### config.mk
export PLATFORM = sky130hd
export DESIGN_NAME = dbg_bus_master
export DESIGN_NICKNAME = d
export VERILOG_FILES = /design/src/rtl/dbg_bus_pkg.sv /design/src/rtl/dbg_bus_master.sv
export SDC_FILE = /design/constraint.sdc
export NUM_CORES = 1
export LEC_CHECK = 0
export CAP_MARGIN = 20
export CORE_MARGIN = 2
export CORE_UTILIZATION = 47
export DETAILED_ROUTE_END_ITERATION = 8
export PLACE_DENSITY = 0.77
export SETUP_SLACK_MARGIN = 0.3
export SLEW_MARGIN = 10
export SYNTH_ARGS = -nofsm -noshare
export SYNTH_HDL_FRONTEND = slang
export SYNTH_SLANG_ARGS = --single-unit
export TNS_END_PERCENT = 1
### constraint.sdc
create_clock -name clk -period 2.1 [get_ports clk]
set_input_delay 0.21 -clock clk [delete_from_list [all_inputs] [get_ports clk]]
set_output_delay 0.21 -clock clk [all_outputs]
set_load 0.02 [all_outputs]
### src/rtl/dbg_bus_pkg.sv
// Shared encodings for the debug bus master: command ops, response status
// bytes and the controller state type.
package dbg_bus_pkg;

    localparam logic [1:0] OP_WR  = 2'b01;
    localparam logic [1:0] OP_RD  = 2'b10;

    localparam logic [7:0] ST_ACK = 8'h06;
    localparam logic [7:0] ST_NAK = 8'h15;

    typedef enum logic [2:0] {
        IDLE,
        ADDR,
        WDATA,
        BUS,
        RESP
    } state_e;

    // A command is usable only with at least one byte lane and a read/write op.
    function automatic logic cmd_valid(input logic [7:0] cmd);
        return (cmd[7:4] != 4'h0) && ((cmd[1:0] == OP_WR) || (cmd[1:0] == OP_RD));
    endfunction

endpackage

### src/rtl/dbg_bus_master.sv
// Byte-stream controlled bus initiator: parses cmd/address/data frames from
// the byte receiver, runs one stb/ack bus cycle and streams back a status
// byte (plus read data) through the byte transmitter handshake.
//
// state | meaning
// IDLE  | waiting for a command byte
// ADDR  | collecting 4 address bytes, MSB first
// WDATA | collecting 4 write-data bytes, MSB first (writes only)
// BUS   | stb_o held, waiting for ack_i or the ack timeout
// RESP  | sending status byte, then 4 read-data bytes on a good read
module dbg_bus_master
    import dbg_bus_pkg::*;
#(
    parameter int unsigned ACK_TIMEOUT   = 1024,     // must be >= 2
    parameter int unsigned FRAME_TIMEOUT = 2500000   // must be >= 2
) (
    input  logic        clk,
    input  logic        rst_i,
    input  logic [7:0]  rx_data,
    input  logic        rx_valid,
    output logic [7:0]  tx_data,
    output logic        tx_valid,
    input  logic        tx_ready,
    output logic [31:0] adr_o,
    output logic [31:0] dat_o,
    input  logic [31:0] dat_i,
    output logic [3:0]  sel_o,
    output logic        we_o,
    output logic        stb_o,
    input  logic        ack_i,
    output logic        busy_o,
    output logic        rx_ovr_o
);

    localparam int AW = $clog2(ACK_TIMEOUT);
    localparam int FW = $clog2(FRAME_TIMEOUT);
    localparam logic [AW-1:0] ACK_LOAD = AW'(ACK_TIMEOUT - 1);
    localparam logic [FW-1:0] FRM_LOAD = FW'(FRAME_TIMEOUT - 1);

    state_e        state_q, state_d;
    logic [1:0]    byte_cnt_q;
    logic [FW-1:0] frm_cnt_q;
    logic [AW-1:0] ack_cnt_q;
    logic [31:0]   adr_q, dat_q, rdata_q;
    logic [3:0]    sel_q;
    logic          wr_q;
    logic [7:0]    status_q;
    logic [2:0]    idx_q, last_q;

    logic cmd_ok, byte_last, frame_expired, ack_seen, ack_expired, tx_accept, resp_last;

    // The ack counter still holds its load value during the first stb cycle,
    // which is how that cycle is masked from ack sampling.
    assign cmd_ok        = cmd_valid(rx_data);
    assign byte_last     = (byte_cnt_q == 2'd3);
    assign frame_expired = (frm_cnt_q == '0);
    assign ack_seen      = ack_i && (ack_cnt_q != ACK_LOAD);
    assign ack_expired   = (ack_cnt_q == '0);
    assign tx_accept     = tx_valid && tx_ready;
    assign resp_last     = (idx_q == last_q);

    // State register.
    always_ff @(posedge clk) begin
        if (!rst_i) state_q <= IDLE;
        else        state_q <= state_d;
    end

    // Next-state decode; a byte arriving in the terminal frame-timer cycle wins.
    always_comb begin
        state_d = state_q;
        case (state_q)
            IDLE:    if (rx_valid) state_d = cmd_ok ? ADDR : RESP;
            ADDR: begin
                if (rx_valid) begin
                    if (byte_last) state_d = wr_q ? WDATA : BUS;
                end else if (frame_expired) begin
                    state_d = IDLE;
                end
            end
            WDATA: begin
                if (rx_valid) begin
                    if (byte_last) state_d = BUS;
                end else if (frame_expired) begin
                    state_d = IDLE;
                end
            end
            BUS:     if (ack_seen || ack_expired) state_d = RESP;
            RESP:    if (tx_accept && resp_last) state_d = IDLE;
            default: state_d = IDLE;
        endcase
    end

    // Frame capture, timers, bus result latching and response index.
    always_ff @(posedge clk) begin
        if (!rst_i) begin
            byte_cnt_q <= '0;
            frm_cnt_q  <= '0;
            ack_cnt_q  <= '0;
            adr_q      <= '0;
            dat_q      <= '0;
            rdata_q    <= '0;
            sel_q      <= '0;
            wr_q       <= 1'b0;
            status_q   <= '0;
            idx_q      <= '0;
            last_q     <= '0;
        end else begin
            case (state_q)
                IDLE: begin
                    if (rx_valid) begin
                        byte_cnt_q <= '0;
                        frm_cnt_q  <= FRM_LOAD;
                        idx_q      <= '0;
                        last_q     <= '0;
                        status_q   <= ST_NAK;
                        if (cmd_ok) begin
                            sel_q <= rx_data[7:4];
                            wr_q  <= (rx_data[1:0] == OP_WR);
                        end
                    end
                end
                ADDR, WDATA: begin
                    if (rx_valid) begin
                        if (state_q == ADDR) adr_q <= {adr_q[23:0], rx_data};
                        else                 dat_q <= {dat_q[23:0], rx_data};
                        byte_cnt_q <= byte_cnt_q + 2'd1;
                        frm_cnt_q  <= FRM_LOAD;
                        ack_cnt_q  <= ACK_LOAD;
                    end else if (!frame_expired) begin
                        frm_cnt_q <= frm_cnt_q - 1'b1;
                    end
                end
                BUS: begin
                    idx_q <= '0;
                    if (ack_seen) begin
                        status_q <= ST_ACK;
                        if (!wr_q) begin
                            rdata_q <= dat_i;
                            last_q  <= 3'd4;
                        end
                    end else if (ack_expired) begin
                        status_q <= ST_NAK;
                    end else begin
                        ack_cnt_q <= ack_cnt_q - 1'b1;
                    end
                end
                RESP:    if (tx_accept) idx_q <= idx_q + 3'd1;
                default: ;
            endcase
        end
    end

    // Outputs decoded from state and the captured frame/response registers.
    always_comb begin
        busy_o   = (state_q != IDLE);
        stb_o    = (state_q == BUS);
        we_o     = (state_q == BUS) && wr_q;
        tx_valid = (state_q == RESP);
        rx_ovr_o = rst_i && rx_valid && ((state_q == BUS) || (state_q == RESP));
        adr_o    = adr_q;
        dat_o    = dat_q;
        sel_o    = sel_q;
        tx_data  = 8'h00;
        if (state_q == RESP) begin
            case (idx_q)
                3'd0:    tx_data = status_q;
                3'd1:    tx_data = rdata_q[31:24];
                3'd2:    tx_data = rdata_q[23:16];
                3'd3:    tx_data = rdata_q[15:8];
                3'd4:    tx_data = rdata_q[7:0];
                default: tx_data = 8'h00;
            endcase
        end
    end

endmodule

==> results.yml <==
critical_path:
  r2r-end: "frm_cnt_q[2]$_SDFFE_PN0P_"
  cp_common_cell: "or4_4"
  startpoint_type: "register"
  worstPathArrival_ns: 2.42
  cp_cell_sequence: "or4_4 -> or4_4 -> o211ai_1 -> xor2_1 -> a21oi_1"
  path_delay_family: "simple AND/OR/NAND/NOR gates"
  worstSetupPathType: "reg -> reg"
  endpoint_kind: "register"
  cp_slowest_cell: "or4_4"
  crit_buf_inv: 0
  cp.depth: 5
  worstPathRequired_ns: 2.40
  worstReg2RegStart: "frm_cnt_q[11]$_SDFFE_PN0P_"
  cpPeakStageDelay_ns: 0.59
  rrSetupSlack_ns: -0.01
  cp_max_fo: 7
  reg2reg_depth: 5
route:
  drc: 0
  viasPerCell: 5.48
  routed_wirelength_mm: 17.6
  vias: 6195
  drt_iter0_drc: 427
  ant_nets: 0
  first_pass_iters: 6
  avgRoutedWirePerCell_um: 15.5
cells_and_area:
  layout.nets: 998
  nFillCells: 956
  seq_area_mm2: 0.00292
  drive_gt1_share_pct: 26.8
  multi_input_area_mm2: 0.00378
  n_antenna_cell: 0
  area_growth_syn_to_layout_pct: 50.4
logic_synthesis:
  yosysTopAreaCell: "dfxtp_1"
  postSynthCellCount: 775
  synth.most_common_cell: "nand2_1"
  synth_edf_count: 0
  yosys_warnings: 0
  synth_commonest_cells: "nand2_1 (216), dfxtp_1 (145), a21oi_1 (119)"
  syn_area_mm2: 0.00629
  synthFlopType: "dfxtp_1"
  synth_area_leaders: "dfxtp_1 (46%), nand2_1 (13%), a21oi_1 (9.5%)"
  synth_fp_nets: 832
  synth_cell_type_count: 73
  synthArstFlopShare_pct: 0
  yosysSeqAreaShare_pct: 46.1
  synth_top_cell_area_share_pct: 46.1
  synth_area_per_cell_um2: 8.12
  ys_seq_elements: 145
grt:
  grt-ovfl-total: 0
  grtUsageTotal_pct: 23.5
  grt_max_degree: 60
  grt_pass1_wl_mm: 27.3
  grt_pass1_vias: 5693
  antenna_found_initial: 0
place:
  preCtsSetupSlack_ns: -0.112
  dp_hpwl_mm: 11.4
  port_buffers: 125
  routabilityCongestion: 0.904
clock_network:
  numClockSinks: 145
  cts_tree: "done"
  cts_buffers: 17
  clkTransAtPathRegs_ns: 0.06
  cts_hold_buffers: 0
  root_buffer: "clkbuf_16"
  h-tree-depth: 4
  clk_latency_ns: 0.43
  cts_buffer_depth: 2
die:
  die_w_um: 120
  io_pins: 126
  core_mm2: 0.0131
  design.die.area_mm2: 0.0143
  die_h_um: 120
  rows: 42
  start_util_pct: 47.9
sta:
  rsz0062_at_grt: "yes"
  setup_violations: 3
  maxSlewViolCount: 0
  worst_pin_slew_ns: 0.409
  fin_crit_sh_pct: 101
  fin_ws_ns: -0.0148
  max-slew-margin-rel_pct: 72.8
  skew_ns: 0.00783
  timing.fmax_mhz: 473
  period_minus_slack_ns: 2.11
  hold_viol_final: 0
min_path:
  hp-class: "in -> reg"
  hold_depth: 3
  min_from: "dat_i[18]"
  whs_endpoint: "rdata_q[18]$_SDFFE_PN0P_"
power_and_ir_drop:
  p_total_mw: 7.08
  internal_power_mw: 5.23
  seqPwrFrac_pct: 41.3
  sw_frac_of_total_pct: 26.2
  peakVddDrop_uv: 627
  pwr-share-comb_pct: 15.6
  leakagePower_nw: 3.30
  power.share.clock_pct: 43.1
  p_switching_mw: 1.85
  p_per_area_mw_per_mm2: 748
status:
  status: "finished with violations"
  failed_checks: "setup timing"
run:
  cap_violations: 0
[registers in the layout, indices dropped and copies added (netlist names)]
register / count
ack_cnt_q: 10
adr_o: 32
byte_cnt_q: 2
dat_o: 32
frm_cnt_q: 22
idx_q: 3
last_q: 1
rdata_q: 32
sel_o: 4
state_q: 3
status_q: 3
wr_q: 1
[power by group through the flow]
stage,Sequential (mW),Clock [mW],Combinational [mW]
after floorplan,2.97,0,0.546
after CTS,2.91,3.08,0.977
after detailed placement,2.97,0,0.965
after global placement,2.97,0,0.957
final,2.93,3.05,1.10
after global routing,2.94,3.20,1.19
[worst min-delay path: cells and delay by family]
| family | cells | cell delay, ns |
|---|---|---|
| simple gates | 1 | 0.07 |
| compound gates | 1 | 0.05 |
| buf+inv | 1 | 0.39 |
[cells in the final DEF, fill, tap and decap left out, types with 6 or more instances in the layout]
| cell type | n |
|---|---|
| o21a_1 | 7 |
| dfxtp_1 | 137 |
| nand2_4 | 31 |
| a21oi_1 | 85 |
| clkdlybuf4s50_1 | 112 |
| nor3_1 | 9 |
| ha_1 | 6 |
| inv_1 | 8 |
| or3_1 | 6 |
| buf_2 | 6 |
| nor2_1 | 34 |
| clkbuf_16 | 17 |
| or4_1 | 6 |
| a222oi_1 | 8 |
| a21oi_2 | 34 |
| a31oi_1 | 6 |
| a22o_1 | 8 |
| xor2_1 | 8 |
| xnor2_1 | 7 |
| buf_4 | 60 |
| buf_6 | 12 |
| nand2_1 | 184 |
[cell type report]
type,instances,area share (%)
sequential,145,30.9
multi-input combinational,563,39.9
timing repair buffer,200,20.0
clock buffer,19,4.57
clock inverter,13,1.69
inverter,14,0.621
tap,176,2.33
[logic make-up after synthesis]
| group | Yosys count | synth area share, % |
|---|---|---|
| AO/OA/AOI/OAI | 198 | 19.9 |
| XOR/XNOR | 15 | 2.09 |
| adder cells (fa/ha/maj) | 12 | 2.39 |
| buffers and inverters | 67 | 4.43 |
| flip-flops | 145 | 46.1 |
| multiplexers | 8 | 1.33 |
| AND/OR/NAND/NOR | 330 | 23.7 |
[worst max-delay path by stage]
| stage | from | endpoint | slack, ns |
|---|---|---|---|
| floorplan | frm_cnt_q[16]$_SDFFE_PN0P_ | frm_cnt_q[8]$_SDFFE_PN0P_ | 0.07 |
| global placement | rx_valid | frm_cnt_q[3]$_SDFFE_PN0P_ | -0.04 |
| detailed placement | idx_q[0]$_SDFFE_PN0P_ | tx_data[1] | -0.11 |
| CTS | idx_q[0]$_SDFFE_PN0P_ | tx_data[1] | 0.003 |
| global route | idx_q[0]$_SDFFE_PN0P_ | tx_data[1] | -0.09 |
| finish | frm_cnt_q[11]$_SDFFE_PN0P_ | frm_cnt_q[2]$_SDFFE_PN0P_ | -0.01 |
[through the flow]
step	area [µm²]	std cells	TNS (ns)	hold WS [ns]	util [%]
after CTS	8810	1129	0	0.315	67.0
final	9460	1130	-0.0275	0.340	72.0
after global routing	9460	1130	-0.898	0.351	72.0
after global placement	8160	1094	-0.157	0.442	62.1
after floorplan	6300	775	0	0.343	-
after detailed placement	8160	1094	-0.942	0.446	62.1
[what timing repair did]
item / in CTS / in global routing
resized for setup: 58 / 177
setup endpoints to repair: 82 / 86
pin swaps: 8 / 88
setup buffers: 3 / 1
[routing by layer]
| layer | wire length [µm] | GRT usage, % |
|---|---|---|
| met5 | 0 | 0 |
| met4 | 288 | 8.24 |
| met3 | 866 | 5.89 |
| met2 | 8750 | 38.4 |
| met1 | 7650 | 30.2 |
Power figures use the tool's default switching activity.
